`src/rtl/cpu_pkg.sv`:
```
// Shared CPU definitions.
// PC command encoding used by the control block.
package cpu_pkg;

  localparam int OP_W = 3;

  typedef enum logic [OP_W-1:0] {
    PC_NOP  = 3'd0,
    PC_INC  = 3'd1,
    PC_LOAD = 3'd2,
    PC_CALL = 3'd3,
    PC_RET  = 3'd4
  } pc_op_t;

endpackage

```
`src/rtl/return_stack.sv`:
```
// Parametrised LIFO holding return addresses.
// Push on full and pop on empty are ignored here.
module return_stack #(
  parameter int W     = 4,
  parameter int DEPTH = 4,
  parameter int SP_W  = $clog2(DEPTH + 1)
) (
  input  logic            clk,
  input  logic            rst,
  input  logic            push,
  input  logic            pop,
  input  logic [W-1:0]    din,
  output logic [W-1:0]    top,
  output logic [SP_W-1:0] sp,
  output logic            full,
  output logic            empty
);

  localparam int IDX_W = (DEPTH > 1) ? $clog2(DEPTH) : 1;

  logic [W-1:0]    mem [DEPTH];
  logic [SP_W-1:0] sp_m1;
  logic [IDX_W-1:0] wr_idx;
  logic [IDX_W-1:0] rd_idx;

  assign full   = (sp == SP_W'(DEPTH));
  assign empty  = (sp == '0);
  assign sp_m1  = sp - SP_W'(1);
  assign wr_idx = sp[IDX_W-1:0];
  assign rd_idx = sp_m1[IDX_W-1:0];
  assign top    = empty ? '0 : mem[rd_idx];

  // Occupancy count; push wins if both are raised.
  always_ff @(posedge clk or posedge rst) begin
    if (rst) begin
      sp <= '0;
    end else if (push && !full) begin
      sp <= sp + SP_W'(1);
    end else if (pop && !empty) begin
      sp <= sp_m1;
    end
  end

  // Entry storage; slots above sp are never read.
  always_ff @(posedge clk) begin
    if (push && !full) begin
      mem[wr_idx] <= din;
    end
  end

endmodule

```
`src/rtl/pc_call_stack.sv`:
```
// Program counter with return-address stack.
// Decodes one PC command per cycle and drives the bus.
module pc_call_stack
  import cpu_pkg::*;
#(
  parameter int ADDR_WIDTH  = 4,
  parameter int STACK_DEPTH = 4,
  parameter int RESET_ADDR  = 0,
  parameter int SP_W        = $clog2(STACK_DEPTH + 1)
) (
  input  logic                  clk,
  input  logic                  rst,
  input  logic                  en,
  input  logic [OP_W-1:0]       op,
  input  logic [ADDR_WIDTH-1:0] addr_in,
  input  logic                  out_en,
  input  logic                  clr_err,
  output logic [ADDR_WIDTH-1:0] pc,
  output logic [ADDR_WIDTH-1:0] bus_out,
  output logic                  bus_oe,
  output logic [SP_W-1:0]       sp,
  output logic                  stack_full,
  output logic                  stack_empty,
  output logic                  overflow,
  output logic                  underflow
);

  localparam logic [ADDR_WIDTH-1:0] RST_PC =
    ADDR_WIDTH'(RESET_ADDR);

  pc_op_t                cmd;
  logic                  push;
  logic                  pop;
  logic                  ovf_set;
  logic                  unf_set;
  logic [ADDR_WIDTH-1:0] pc_inc;
  logic [ADDR_WIDTH-1:0] pc_nxt;
  logic [ADDR_WIDTH-1:0] top;

  assign cmd    = pc_op_t'(op);
  assign pc_inc = pc + ADDR_WIDTH'(1);

  return_stack #(
    .W     (ADDR_WIDTH),
    .DEPTH (STACK_DEPTH),
    .SP_W  (SP_W)
  ) u_stack (
    .clk   (clk),
    .rst   (rst),
    .push  (push),
    .pop   (pop),
    .din   (pc_inc),
    .top   (top),
    .sp    (sp),
    .full  (stack_full),
    .empty (stack_empty)
  );

  // Command decode; faulting CALL/RET leave pc alone.
  always_comb begin
    push    = 1'b0;
    pop     = 1'b0;
    ovf_set = 1'b0;
    unf_set = 1'b0;
    pc_nxt  = pc;
    if (en) begin
      case (cmd)
        PC_INC:  pc_nxt = pc_inc;
        PC_LOAD: pc_nxt = addr_in;
        PC_CALL: begin
          if (stack_full) begin
            ovf_set = 1'b1;
          end else begin
            push   = 1'b1;
            pc_nxt = addr_in;
          end
        end
        PC_RET: begin
          if (stack_empty) begin
            unf_set = 1'b1;
          end else begin
            pop    = 1'b1;
            pc_nxt = top;
          end
        end
        default: pc_nxt = pc;
      endcase
    end
  end

  // PC register.
  always_ff @(posedge clk or posedge rst) begin
    if (rst) pc <= RST_PC;
    else     pc <= pc_nxt;
  end

  // Sticky faults; a new fault beats clr_err.
  always_ff @(posedge clk or posedge rst) begin
    if (rst) begin
      overflow  <= 1'b0;
      underflow <= 1'b0;
    end else begin
      if (ovf_set)      overflow  <= 1'b1;
      else if (clr_err) overflow  <= 1'b0;
      if (unf_set)      underflow <= 1'b1;
      else if (clr_err) underflow <= 1'b0;
    end
  end

  assign bus_oe  = out_en;
  assign bus_out = out_en ? pc : '0;

endmodule

```
`config.mk`:
```
export PLATFORM = sky130hd
export DESIGN_NAME = pc_call_stack
export DESIGN_NICKNAME = d
export VERILOG_FILES = /design/src/rtl/cpu_pkg.sv /design/src/rtl/return_stack.sv /design/src/rtl/pc_call_stack.sv
export SDC_FILE = /design/constraint.sdc
export NUM_CORES = 1
export LEC_CHECK = 0
export BUFFER_PORTS_ARGS = -buffer_cell sky130_fd_sc_hd__buf_2
export CAP_MARGIN = 40
export CORE_ASPECT_RATIO = 0.5
export CORE_UTILIZATION = 40
export DETAILED_ROUTE_END_ITERATION = 8
export PLACE_DENSITY = 0.62
export SLEW_MARGIN = 20
export SYNTH_ARGS = -nofsm -noshare
export SYNTH_HDL_FRONTEND = slang
export SYNTH_SLANG_ARGS = --single-unit
```
`constraint.sdc`:
```
create_clock -name clk -period 3.02 [get_ports clk]
set_clock_uncertainty 0.05 [all_clocks]
set_input_delay 0 -clock clk [delete_from_list [all_inputs] [get_ports clk]]
set_output_delay 0 -clock clk [all_outputs]
set_load 0.01 [all_outputs]
```
# Yosys cells after proc, flatten, opt, wreduce, memory -nomap -nowiden
# Memories as Yosys holds them, arrays and structs flattened.
# Cells that the tools add are included.
[classes]
n_addsub = 3
n_reduce_logical = 10
muxes = 23
n_eq_ne = 7
[ops]
columns = ["operator", "n"]
rows = [
  ["2-to-1 mux 1 bit", 17],
  ["one-hot mux 4 bit (4 select lines)", 1],
  ["2-to-1 mux 4 bit", 3],
  ["equality test 3 x 2 -> 1 bit, second input constant", 2],
  ["equality test 3 bit, second input constant", 2],
  ["2-to-1 mux 3 bit", 2],
  ["nonzero test 2 bit", 3],
  ["adder 4 x 1 -> 4 bit, second input constant", 1],
  ["inequality test 2 bit, second input constant", 2],
  ["AND reduction 4 bit", 1],
  ["nonzero test 4 bit", 1],
  ["adder 3 x 1 -> 3 bit, second input constant", 1],
  ["equality test 3 x 1 -> 1 bit, second input constant", 1],
  ["zero test 3 bit", 1],
  ["subtractor 3 x 1 -> 3 bit, second input constant", 1],
  ["logical AND 1 bit", 2],
  ["zero test 1 bit", 2],
]
[word_totals]
in_bits = 12
out_inout_bits = 16
ramBits = 16
regBits = 9
mem_count = 1
wordCells = 48
[mem_list]
columns = ["memory", "words", "word_bits", "read_ports", "rd_ports_with_merged_regs", "write_ports", "line", "rtl"]
rows = [
  ["u_stack.mem", 4, 4, 1, 0, 1, "return_stack.sv:21", "logic [W-1:0] mem [DEPTH];"],
]

# Longest topological paths before layout
# Gate-level depths: netlist (run 1).
[depth]
depth_word = 7
mapped_depth = 7
depth_no_buf = 6

# Modules after synthesis
# A second synthesis (run 1) with hierarchy kept.
[unflattened]
cells_unflattened = 114
hier_area_um2 = 1418.9
[modules_own_cells]
columns = ["mod", "instances", "seq_area_each_um2", "cells_each", "area_each_um2"]
rows = [
  ["return_stack", 1, 555.5, 57, 890.9],
  ["pc_call_stack", 1, 150.1, 57, 528.0],
]

# Worst setup path before layout (run 1)
# OpenSTA, ideal clock, no wires.
[synth_path]
path_type = "reg2reg"
startpoint = "register u_stack.sp[0]"
endpoint = "register pc[1]"
period_less_slack_ns = 2.126
setup_slack_ns = 0.894
path_buffers = 1
stages_incl_launch_ff = 8
setup_time_ns = 0.125
t_required_ns = 2.845
arrival_ns = 1.951
cell_sequence = "dfrtp_1 -> buf_6 -> inv_1 -> ha_1 -> mux4_2 -> and2_0 -> a221o_1 -> mux2_2"
[synth_between]
elab_chain_cells = 4
word_cells_on_any_way = 9
cone_classes = "1 x add/sub; 3 x eq/ne; 2 x mux; 2 x reduce/logical; 1 x memory"
[synth_rtl]
columns = ["item", "line", "rtl"]
rows = [
  ["start, declared", "return_stack.sv:14", "output logic [SP_W-1:0] sp,"],
  ["start signal, assigned", "return_stack.sv:38", "sp <= sp + SP_W'(1);"],
  ["start signal, assigned", "return_stack.sv:40", "sp <= sp_m1;"],
  ["subtractor 3 x 1 -> 3 bit", "return_stack.sv:28", "assign sp_m1 = sp - SP_W'(1);"],
  ["memory (4 x 4 bit)", "--", ""],
  ["2-to-1 mux 4 bit", "pc_call_stack.sv:79", "if (stack_empty) begin"],
  ["one-hot mux 4 bit (4 select lines)", "pc_call_stack.sv:67", "case (cmd)"],
  ["end signal, assigned", "pc_call_stack.sv:94", "else pc <= pc_nxt;"],
  ["end, declared", "pc_call_stack.sv:18", "output logic [ADDR_WIDTH-1:0] pc,"],
]
# Several ways; a longest one is shown, not always the timed one. The select of a mux whose other input is x is not followed.
# A chain may end at the register's enable or synchronous reset.

# Worst setup path after layout (run 1)
# Same ends and word-level chain as after synthesis.

==> results of run 1 <==
## flip-flops by register name (all words and copies together), names as in the netlist
name / count
overflow: 1
pc: 4
u_stack.mem: 16
u_stack.sp: 3
underflow: 1
## report_power, final
part	internal [µW]	leakage, µW	switching, µW
clock network	96.7	0.0000261	113
logic	246	0.000400	282
registers	474	0.000257	75.3
## cell type report
class	count	area [µm²]	area share (%)
sequential	25	706	45.5
multi-input combinational	61	524	33.8
timing repair buffer	32	183	11.8
tap	40	50.0	3.23
clock buffer	3	41.3	2.66
inverter	10	37.5	2.42
clock inverter	1	8.76	0.565
## logic make-up after synthesis
group           share of synthesized area, %
simple gates                            12.5
flops                                   54.5
compound gates                          9.29
buf+inv                                 4.93
mux                                     10.9
fa+ha+maj                               5.80
xor+xnor                                2.03
## through the flow
stage                     hold slack (ns)  cell area (µm²)  cells  util [%]
after floorplan                    -0.222             1290    100         -
final                              0.0194             1550    172      50.9
after CTS                         0.00687             1550    172      50.9
after global routing               0.0332             1550    172      50.9
after detailed placement          -0.0508             1460    164      47.9
after global placement            -0.0553             1460    164      47.9
## placed cells by master, fill, tap and decap left out, types with 2 or more instances in the layout
cell type	synthesis	routed
sky130_fd_sc_hd__edfxtp_1	16	16
sky130_fd_sc_hd__nand2b_1	2	2
sky130_fd_sc_hd__ha_1	6	6
sky130_fd_sc_hd__buf_2	0	27
sky130_fd_sc_hd__mux4_1	2	2
sky130_fd_sc_hd__a211o_1	2	2
sky130_fd_sc_hd__a221oi_1	2	2
sky130_fd_sc_hd__and3_1	2	2
sky130_fd_sc_hd__mux4_2	2	2
sky130_fd_sc_hd__o22ai_1	3	3
sky130_fd_sc_hd__a221o_1	2	2
sky130_fd_sc_hd__mux2_2	3	3
sky130_fd_sc_hd__inv_1	10	10
sky130_fd_sc_hd__xnor2_1	2	2
sky130_fd_sc_hd__clkbuf_8	0	3
sky130_fd_sc_hd__and2_1	6	6
sky130_fd_sc_hd__nand2_1	2	2
sky130_fd_sc_hd__nand3_1	4	4
sky130_fd_sc_hd__and2_0	2	2
sky130_fd_sc_hd__dlygate4sd3_1	0	4
sky130_fd_sc_hd__dfrtp_1	9	9
sky130_fd_sc_hd__nor2_1	5	5
## repair_timing
item,CTS,global route
endpoints found under the hold margin,12,0
hold buffers,4,0
setup endpoints to repair,0,0
## path summary, 6_finish.rpt
check | start | to | slack, ns | cells past startpoint
max reg2reg | u_stack.sp[0] | pc[1] | 0.75 | 6
min in group asynchronous | rst | pc[3] | 0.18 | 3
max | u_stack.sp[0] | pc[1] | 0.75 | 6
max in group asynchronous | rst | u_stack.sp[1] | 2.47 | 3
min reg2reg | underflow | underflow | 0.50 | 2
min | addr_in[3] | pc[3] | 0.02 | 3
## layer usage
metal,up-vias,part of all wire [%]
met5,-,0
met4,0,0.45
met3,2,3.5
met2,19,43
met1,411,53
li1,434,-
## critical path, delay by kind of cell, from the launching register on
kind,cells,cell delay (ns)
AO/OA/AOI/OAI,1,0.25
adder cells (fa/ha/maj),1,0.42
buffers and inverters,1,0.17
flip-flops,1,0.54
multiplexers,2,0.58
AND/OR/NAND/NOR,1,0.16
## Yosys cell counts, drive strengths merged (2+ instances only)
| cell type | count | area share (%) |
|---|---|---|
| nand2 | 2 | 0.58 |
| a221oi | 2 | 1.4 |
| nand2b | 2 | 0.97 |
| a211o | 2 | 1.4 |
| dfrtp | 9 | 17 |
| xnor2 | 2 | 1.4 |
| nand3 | 4 | 1.5 |
| a221o | 2 | 1.5 |
| mux2 | 3 | 2.6 |
| nor2 | 5 | 1.5 |
| o22ai | 3 | 1.5 |
| ha | 6 | 5.8 |
| and3 | 2 | 0.97 |
| edfxtp | 16 | 37 |
| buf | 3 | 1.7 |
| inv | 10 | 2.9 |
| and2 | 8 | 3.9 |
| mux4 | 4 | 7.5 |
==> flow_summary.yaml, run 1 <==
synthesis:
  synth_enable_flop_cells: 16
  synth.ff_latch_count: 25
  synth_top_flop_cell: "sky130_fd_sc_hd__edfxtp_1"
  synth_sequential_area_ratio_pct: 54.5
  syn-cell-area_mm2: 0.00129
  synthesis.instances: 100
  postSynthNetCount: 118
  async_reset_ff_share_pct: 36.0
  syn-mean-instance-area_um2: 12.9
  synth.yosys.warnings: 0
  post_synth_num_cell_types: 37
power:
  totalPowerFinal_uw: 1290
  power.ir.vdd_worst_mv: 0.419
  leak_uw: 0.000683
  pwr_density_cell_mw_per_mm2: 830
route:
  routed_wirelength_um: 2450
  detailedRoute.firstPassIterationCount: 4
  via_cell_ratio: 5.03
  drt-wirelength-per-cell_um: 14.3
  drt_drc_violations_left: 0
  dr_total_vias: 866
  drt_iter0_markers: 35
  postRouteAntennaNets: 0
sta:
  hold_violations: 0
  max-slew-margin-rel_pct: 49.1
  achievable-frequency_ghz: 0.440
  post-route-min-period_ns: 2.27
  maxSlewViolCount: 0
  fin_setup_tns_ns: 0
  grt_setup_unrepaired: "no"
  worst_slack_ns: 0.749
  final_setup_fails: 0
  tightest_slew_ns: 0.761
  tcrit_tclk_final_pct: 75.2
setup_path:
  critical_path.cell_chain: "inv_1 > ha_1 > mux4_2 > and2_0 > a221o_1 > mux2_2"
  timing.critical_path.from_type: "flip-flop"
  critical_path.max_fanout: 8
  worst_ep_arrival_time_ns: 2.39
  path_class: "flip-flop to flip-flop"
  crit_path_end_kind: "flip-flop"
  worst-endpoint-required_ns: 3.14
  crit_path_top_delay_cell: "sky130_fd_sc_hd__dfrtp_1"
  cpPeakStageDelay_ns: 0.54
die:
  fp.dieH_um: 42.2
  start_util_pct: 42.4
  core_footprint_mm2: 0.00305
  floorplan.rows: 14
  floorplan_die_area_mm2: 0.00348
  die_width_um: 82.4
  top_level_ports: 28
global_route:
  grt_overflow: 0
  first_pass_grt_wire_length_um: 3990
  groute.layer.met3.usage_pct: 4.57
  overall_global_routing_resource_usage_pct: 16.4
  grt_pass1_vias: 822
  gr-usage-met2_pct: 23.5
  gr-max-usage-layer: "met1"
  pin_count_of_the_biggest_net_entering_global_routing: 17
  groute.layer.met1.usage_pct: 24.3
  grt_antenna_before_repair: 0
place:
  place.gp.congestion: 0.791
  pre_cts_slack_ns: 0.735
  place.port_buffers: 27
  hpwlAfterDp_um: 1860
layout:
  filler_cell_count_in_the_final_layout: 274
  area_growth_syn_to_layout_pct: 19.8
  final_net_count: 151
  post_route_cells_drive_above_1_share_pct: 28.8
  num_antenna_cells: 0
clock_network:
  clock_tree.htree_level_count: 1
  clock_tree_from_tritoncts: "yes"
  insertion_delay_ns: 0.28
  cts_bufs_inserted: 3
  clock_sinks: 25
  path_clk_slew_ns: 0.09
  cts_setup_buffers: 0
  cts.path.max_buffers: 2
  cts_resized: 0
  clk_root_buffer_cell: "sky130_fd_sc_hd__clkbuf_8"
run:
  maxCapViolCount: 0
hold_path:
  worst_hold_path_type: "primary input to flip-flop"
run_status:
  run_status: "completed"
(Power assumes the default switching activity.)
==> run 2, diff against run 1 <==
Settings changed: PLACE_DENSITY 0.62 to 0.64.
Clock period 3.02 ns to 1.96 ns, I/O delays scaled along.
==> flow_summary.yaml, run 2 (synthesis gave the netlist of run 1 again) <==
run_status:
  run_status: "completed"
setup_path:
  cp-startpoint: "u_stack.sp[0]"
  cpPeakStageDelay_ns: 0.48
  timing.critical_path.from_type: "flip-flop"
  crit_path_top_delay_cell: "sky130_fd_sc_hd__mux4_2"
  cpLargestDelayFamily: "multiplexers"
  bufs_and_invs_on_worst_path: 1
  critical_path.cell_chain: "buf_4 > mux4_2 > and2_0 > a221o_1 > mux2_2"
  worst_r2r_startpoint: "u_stack.sp[0]"
  worst_ep_arrival_time_ns: 2.00
  timing.rr.end: "pc[1]"
  critical_path_depth: 5
  worst_r2r_path_depth: 5
  worst-endpoint-required_ns: 2.08
  path_class: "flip-flop to flip-flop"
  critical_path.max_fanout: 4
  critPathCapture: "pc[1]"
  crit_path_end_kind: "flip-flop"
  ff2ff_setup_slack_ns: 0.07
clock_network:
  path_clk_slew_ns: 0.09
  clk_root_buffer_cell: "sky130_fd_sc_hd__clkbuf_8"
  insertion_delay_ns: 0.27
  clock_tree.htree_level_count: 1
  cts.path.max_buffers: 2
  clock_tree_from_tritoncts: "yes"
  clock_sinks: 25
  cts_bufs_inserted: 3
  cts_setup_buffers: 0
power:
  power.ir.vdd_worst_mv: 0.496
  pwr_density_cell_mw_per_mm2: 1320
  leak_uw: 0.000705
layout:
  filler_cell_count_in_the_final_layout: 266
  area_growth_syn_to_layout_pct: 23.9
  mostFrequentLayoutCells: "sky130_fd_sc_hd__buf_2 (27), sky130_fd_sc_hd__edfxtp_1 (16), sky130_fd_sc_hd__dfrtp_1 (9)"
  final_net_count: 156
  top_regs: "u_stack.mem (16), pc (4), u_stack.sp (3)"
  multi_input_gate_area_in_the_final_layout_um2: 537
  num_antenna_cells: 0
  seq_area_um2: 706
  post_route_cells_drive_above_1_share_pct: 33.6
  largest_register_by_flop_count: "u_stack.mem"
  number_of_flip_flops_in_the_largest_register: 16
  layout_commonest_cell: "sky130_fd_sc_hd__buf_2"
  post-route-cell-area_mm2: 0.00160
route:
  detailedRoute.firstPassIterationCount: 4
  drt_iter0_markers: 53
  postRouteAntennaNets: 0
  via_cell_ratio: 5.01
  routed_wirelength_um: 2570
  drt_drc_violations_left: 0
  dr_total_vias: 887
  drt-wirelength-per-cell_um: 14.5
sta:
  tightest_slew_ns: 0.498
  achievable-frequency_ghz: 0.530
  hold_violations: 0
  post-route-min-period_ns: 1.89
  final_setup_fails: 0
  worst_slack_ns: 0.0745
  tcrit_tclk_final_pct: 96.2
  maxSlewViolCount: 0
  max-slew-margin-rel_pct: 66.7
  grt_setup_unrepaired: "no"
die:
  floorplan_die_area_mm2: 0.00348
  die_width_um: 82.4
  top_level_ports: 28
  core_footprint_mm2: 0.00305
  fp.dieH_um: 42.2
  floorplan.rows: 14
  start_util_pct: 42.4
global_route:
  grt_antenna_before_repair: 0
  overall_global_routing_resource_usage_pct: 16.6
  pin_count_of_the_biggest_net_entering_global_routing: 17
  grt_overflow: 0
  grt_pass1_vias: 794
  first_pass_grt_wire_length_um: 4110
place:
  hpwlAfterDp_um: 1950
  placed_cell_area_mm2: 0.00151
  pre_cts_slack_ns: 0.0714
  place.gp.congestion: 0.830
  place.port_buffers: 27
hold_path:
  worst_hold_path_type: "primary input to flip-flop"
run:
  maxCapViolCount: 0
[run 2: changes by cell type in the layout (fill, tap and decap cells not counted)]
cell                    delta
sky130_fd_sc_hd__ha_4      +1
sky130_fd_sc_hd__inv_4     +1
sky130_fd_sc_hd__ha_1      -1
sky130_fd_sc_hd__buf_4     +5
sky130_fd_sc_hd__inv_1     -2
sky130_fd_sc_hd__inv_2     +1
[run 2: worst min-delay path: stages]
cell	delay, ns
sky130_fd_sc_hd__buf_2	0.13
sky130_fd_sc_hd__nand2_1	0.09
sky130_fd_sc_hd__o22ai_1	0.07
[run 2: report_power, final]
| group | switching, µW | leakage [µW] | internal, µW | total [µW] |
|---|---|---|---|---|
| clock network | 179 | 0.0000261 | 149 | 329 |
| logic | 491 | 0.000422 | 470 | 961 |
| registers | 91.3 | 0.000257 | 731 | 822 |
[run 2: layer usage]
metal | wire length, µm | global-route usage (%) | share of wire, % | up-vias
li1 | - | - | - | 446
met1 | 1410 | 26.2 | 55 | 418
met2 | 1050 | 23.1 | 41 | 23
met3 | 109 | 4.57 | 4.2 | 0
met4 | 0 | 2.11 | 0 | 0
met5 | 0 | 0 | 0 | -
[run 2: what timing repair did]
| item | in CTS | in global routing |
|---|---|---|
| gates resized for setup | 0 | 1 |
| hold endpoints to repair | 13 | 0 |
| setup endpoints to repair | 0 | 2 |
| hold buffers | 4 | 0 |
[run 2: layout make-up]
class                           instances  share of cell area, %
Tap cell                               40                   3.12
Timing Repair Buffer                   37                   13.7
Multi-Input combinational cell         61                   33.5
Inverter                               10                   2.50
Sequential cell                        25                   44.0
Clock inverter                          1                  0.546
Clock buffer                            3                   2.58
[run 2: how the worst min path moves through the flow]
| stage | cells after the start | to | start | slack [ns] |
|---|---|---|---|---|
| floorplan | 1 | overflow | rst | -0.22 |
| global placement | 2 | underflow | rst | -0.05 |
| detailed placement | 2 | underflow | rst | -0.05 |
| CTS | 3 | underflow | en | 0.004 |
| global route | 3 | underflow | en | 0.04 |
| finish | 3 | underflow | en | 0.005 |
[run 2: per-stage QoR]
step | cells | hold WS (ns) | util [%] | total power, µW | setup TNS (ns)
global route | 177 | 0.0393 | 52.6 | 2260 | 0
CTS | 177 | 0.00421 | 52.6 | 2120 | 0
global placement | 169 | -0.0543 | 49.6 | 1760 | 0
detailed placement | 169 | -0.0505 | 49.6 | 1790 | 0
finish | 177 | 0.00469 | 52.6 | 2110 | 0
floorplan | 100 | -0.222 | - | 1450 | -0.0504
